## src/rtl/split2_route_cache.sv

```systemverilog
// split2_route_cache: clocked 1-to-2 routing split; a route bit in the token picks output 0 or 1
//   clk, rstn (async active-low)
//   i_drive/i_data -> token in;  o_free -> upstream may send next token
//   o_drive0/o_data0, i_free0 -> output 0 slot;  o_drive1/o_data1, i_free1 -> output 1 slot
//   o_overrun -> sticky protocol-violation flag
//   SPLIT_BYPASS_EN: when defined, a token hitting an empty input and idle slot skips r_in
module split2_route_cache #(
  parameter int DATA_WIDTH = 5,
  parameter int ROUTE_BIT = DATA_WIDTH - 1
) (
  input  logic                  clk,
  input  logic                  rstn,
  input  logic                  i_drive,
  input  logic [DATA_WIDTH-1:0] i_data,
  output logic                  o_free,
  output logic                  o_drive0,
  output logic [DATA_WIDTH-1:0] o_data0,
  input  logic                  i_free0,
  output logic                  o_drive1,
  output logic [DATA_WIDTH-1:0] o_data1,
  input  logic                  i_free1,
  output logic                  o_overrun
);
  typedef enum logic {EMPTY, FULL} in_state_t;
  typedef enum logic {IDLE, BUSY} slot_state_t;
  in_state_t in_state;
  slot_state_t slot0, slot1;
  logic [DATA_WIDTH-1:0] r_in;
  logic xfer0, xfer1, byp0, byp1;
  // Slot state is the registered one, so a free and a refill never share an edge.
  assign xfer0 = in_state == FULL && !r_in[ROUTE_BIT] && slot0 == IDLE;
  assign xfer1 = in_state == FULL && r_in[ROUTE_BIT] && slot1 == IDLE;
`ifdef SPLIT_BYPASS_EN
  assign byp0 = in_state == EMPTY && i_drive && !i_data[ROUTE_BIT] && slot0 == IDLE;
  assign byp1 = in_state == EMPTY && i_drive && i_data[ROUTE_BIT] && slot1 == IDLE;
`else
  assign byp0 = 1'b0;
  assign byp1 = 1'b0;
`endif
  always_ff @(posedge clk or negedge rstn) begin
    if (!rstn) begin
      in_state  <= EMPTY;
      slot0     <= IDLE;
      slot1     <= IDLE;
      r_in      <= '0;
      o_free    <= 1'b0;
      o_drive0  <= 1'b0;
      o_drive1  <= 1'b0;
      o_data0   <= '0;
      o_data1   <= '0;
      o_overrun <= 1'b0;
    end else begin
      o_drive0 <= xfer0 | byp0;
      o_drive1 <= xfer1 | byp1;
      o_free   <= xfer0 | xfer1 | byp0 | byp1;
      if (xfer0) o_data0 <= r_in;
      else if (byp0) o_data0 <= i_data;
      if (xfer1) o_data1 <= r_in;
      else if (byp1) o_data1 <= i_data;
      slot0 <= (xfer0 | byp0) ? BUSY : i_free0 ? IDLE : slot0;
      slot1 <= (xfer1 | byp1) ? BUSY : i_free1 ? IDLE : slot1;
      if (in_state == EMPTY && i_drive) r_in <= i_data;
      in_state <= in_state == FULL ? ((xfer0 | xfer1) ? EMPTY : FULL)
                                   : ((i_drive && !byp0 && !byp1) ? FULL : EMPTY);
      // A drive while FULL (even in the cycle it drains) is dropped: upstream must wait for o_free.
      o_overrun <= o_overrun | (in_state == FULL && i_drive)
                             | (slot0 == IDLE && i_free0) | (slot1 == IDLE && i_free1);
    end
  end
endmodule

```

## config.mk

```make
export PLATFORM = sky130hd
export DESIGN_NAME = split2_route_cache
export DESIGN_NICKNAME = d
export VERILOG_FILES = /design/src/rtl/split2_route_cache.sv
export SDC_FILE = /design/constraint.sdc
export NUM_CORES = 1
export LEC_CHECK = 0
export BUFFER_PORTS_ARGS = -buffer_cell sky130_fd_sc_hd__buf_2
export CORE_MARGIN = 2
export CORE_UTILIZATION = 48
export DETAILED_ROUTE_END_ITERATION = 6
export MAX_ROUTING_LAYER = met4
export PLACE_DENSITY = 0.75
export SLEW_MARGIN = 20
export SYNTH_ARGS = -nofsm -noshare
export SYNTH_HDL_FRONTEND = slang
export SYNTH_SLANG_ARGS = --single-unit
```

## constraint.sdc

```tcl
create_clock -name clk -period 1.8 [get_ports clk]
set_input_delay 0.36 -clock clk [delete_from_list [all_inputs] [get_ports clk]]
set_output_delay 0.36 -clock clk [all_outputs]
set_load 0.05 [all_outputs]
```

==> flow_metrics.py <==
metrics = {
    "run_status": {
        "violations": "hold timing",
        "status": "complete, but fails checks",
    },
    "die": {
        "die_h_um": 44.8,
        "die_w_um": 44.8,
        "io_pins": 24,
        "rows": 14,
        "dieArea_sq_um": 2010,
        "fp.coreArea_sq_um": 1540,
        "start_util_pct": 51.9,
    },
    "worst_setup_path": {
        "slowest_stage": "dfrtp_1",
        "max_stage_delay_ns": 0.44,
        "crit_type": "flip-flop to flip-flop",
        "crit_fanout": 5,
        "crit_arrival_ns": 1.54,
        "cp.required_ns": 1.98,
        "critPathTopFamily": "flip-flops",
        "reg2reg_from": "in_state",
        "crit_start": "in_state",
        "crit_path_start_kind": "flip-flop",
        "path_cells": "nor2b_1 > mux2_2",
        "crit_buf_inv": 0,
        "crit_path_end_kind": "flip-flop",
    },
    "final_layout": {
        "drive_gt1_share_pct": 52.6,
        "antennaDiodeCount": 0,
        "syn2layout_area_growth_pct": 21.4,
        "layout.nets": 89,
        "fillCellCount": 122,
        "seq_area_sq_um": 551,
        "multiInputGateArea_sq_um": 238,
    },
    "clocking": {
        "cts_buffers": 3,
        "ctsHoldBuffers": 0,
        "cts.htree.levels": 1,
        "clkSinkCount": 22,
        "path_clk_slew_ns": 0.12,
        "tritoncts": "done",
        "clk_path_buf_depth": 2,
        "clkLatencyLatePin_ns": 0.29,
        "clock-root-buffer": "clkbuf_4",
        "post-cts-setup-buffers": 0,
        "post_cts_resized": 0,
    },
    "placement": {
        "port-buffer-count": 23,
        "place_congestion": 0.758,
        "dp_hpwl_um": 857,
    },
    "synthesis": {
        "avgSynthCellArea_sq_um": 15.7,
        "synthTopCellsByArea": "dfrtp_1 (69%), mux2_2 (18%), nand2b_1 (2.3%)",
        "synth.most_common_cell": "dfrtp_1",
        "syn_nets": 61,
        "synth_top_area_share_pct": 68.9,
        "synth_seq_area_share_pct": 68.9,
        "syn_inst": 51,
        "synth_top_cell_by_area": "dfrtp_1",
        "synth_warnings": 0,
        "synth_common_cells": "dfrtp_1 (22), mux2_2 (13), inv_1 (3), nand2b_1 (3), nor2b_1 (2)",
        "ys_ff_latch": 22,
        "netlist-cell-type-count": 13,
        "postSynth.asyncResetShare_pct": 100,
        "synth-main-ff-cell": "dfrtp_1",
        "syn_area_sq_um": 800,
        "synth_edf_count": 0,
    },
    "timing": {
        "slew_violations": 0,
        "fin_skew_ns": 0.00476,
        "rsz0062_at_grt": "false",
        "period_share_pct": 75.5,
        "worst_pin_slew_ns": 0.499,
        "setup_viol": 0,
        "setup_tns_ns": 0,
        "max_freq_ghz": 0.736,
        "final_hold_viol_count": 4,
        "fin_hold_ws_ns": -0.00254,
        "maxSlewHeadroom_pct": 66.6,
        "period_needed_ns": 1.36,
    },
    "route": {
        "drt.antenna.violating_nets": 0,
        "vias": 496,
        "vias_per_cell": 5.28,
        "wl_um": 1200,
        "wire_per_inst_um": 12.7,
        "drt_iter0_markers": 4,
        "drc": 0,
        "drt-pass1-iter-count": 4,
    },
    "global_route": {
        "grt_start_max_net_pins": 23,
        "grt_pass1_vias": 459,
        "grt_pass1_wl_um": 2080,
        "grt-ovfl-total": 0,
        "antenna_found_initial": 0,
        "grt_use_total_pct": 14.7,
    },
    "run": {
        "maxCapViolCount": 0,
    },
    "min_path": {
        "hp-class": "primary input to async pin",
    },
}
sequential cells by signal (all words and copies together) (netlist names):
name       count
in_state       1
o_data0        5
o_data1        5
o_drive0       1
o_drive1       1
o_free         1
o_overrun      1
r_in           5
slot0          1
slot1          1
layout by cell type (no fill, tap or decap):
master,count
a21o_1,1
mux2_2,13
a21oi_1,1
nor3_1,1
clkbuf_8,1
nor2b_1,2
clkbuf_4,3
nand3b_1,1
o211ai_1,1
inv_1,3
buf_2,23
o21ai_0,1
nor3b_4,1
nor2_1,1
dfrtp_1,22
nand2b_1,3
final timing paths:
path	slack, ns	endpoint	cells past startpoint
setup reg to reg	0.44	r_in[2]	2
hold reg to reg	0.49	o_overrun	2
hold / removal	-0.003	r_in[4]	1
setup / recovery	0.44	r_in[2]	2
max in group asynchronous	1.48	o_drive0	1
min in group clk	0.25	slot1	2
cell type report:
cell class	instances	area share, %
multi-input combinational	26	24.5
timing repair buffer	23	11.9
clock buffer	4	3.74
inverter	3	1.16
tap	16	2.06
sequential	22	56.7
through the flow:
step                hold WS [ns]  util (%)  setup WS, ns  instances  cell area [sq um]
CTS                       0.0132      63.0         0.410         94                971
detailed placement         0.339      60.6         0.370         90                935
global route              0.0161      63.0         0.359         94                971
floorplan                 0.0644         -         0.582         51                800
finish                  -0.00254      63.0         0.441         94                971
global placement           0.339      60.6         0.380         90                935
cell families after synthesis:
group	after synthesis	share of synthesized area (%)
AOI/OAI and AO/OA	4	3.13
buffers and inverters	3	1.41
DFF	22	68.9
muxes	13	18.3
and+or+nand+nor	9	8.29
routing by layer:
| metal | part of all wire [%] | wire length [um] | global-route usage [%] |
|---|---|---|---|
| met5 | 0 | 0 | - |
| met4 | 0.33 | 4 | 3.53 |
| met3 | 7.0 | 84 | 3.60 |
| met2 | 45 | 537 | 20.9 |
| met1 | 48 | 570 | 21.7 |
Power is not shown: default switching activity piles up to over one toggle a cycle in this logic, so the estimate is an artifact.
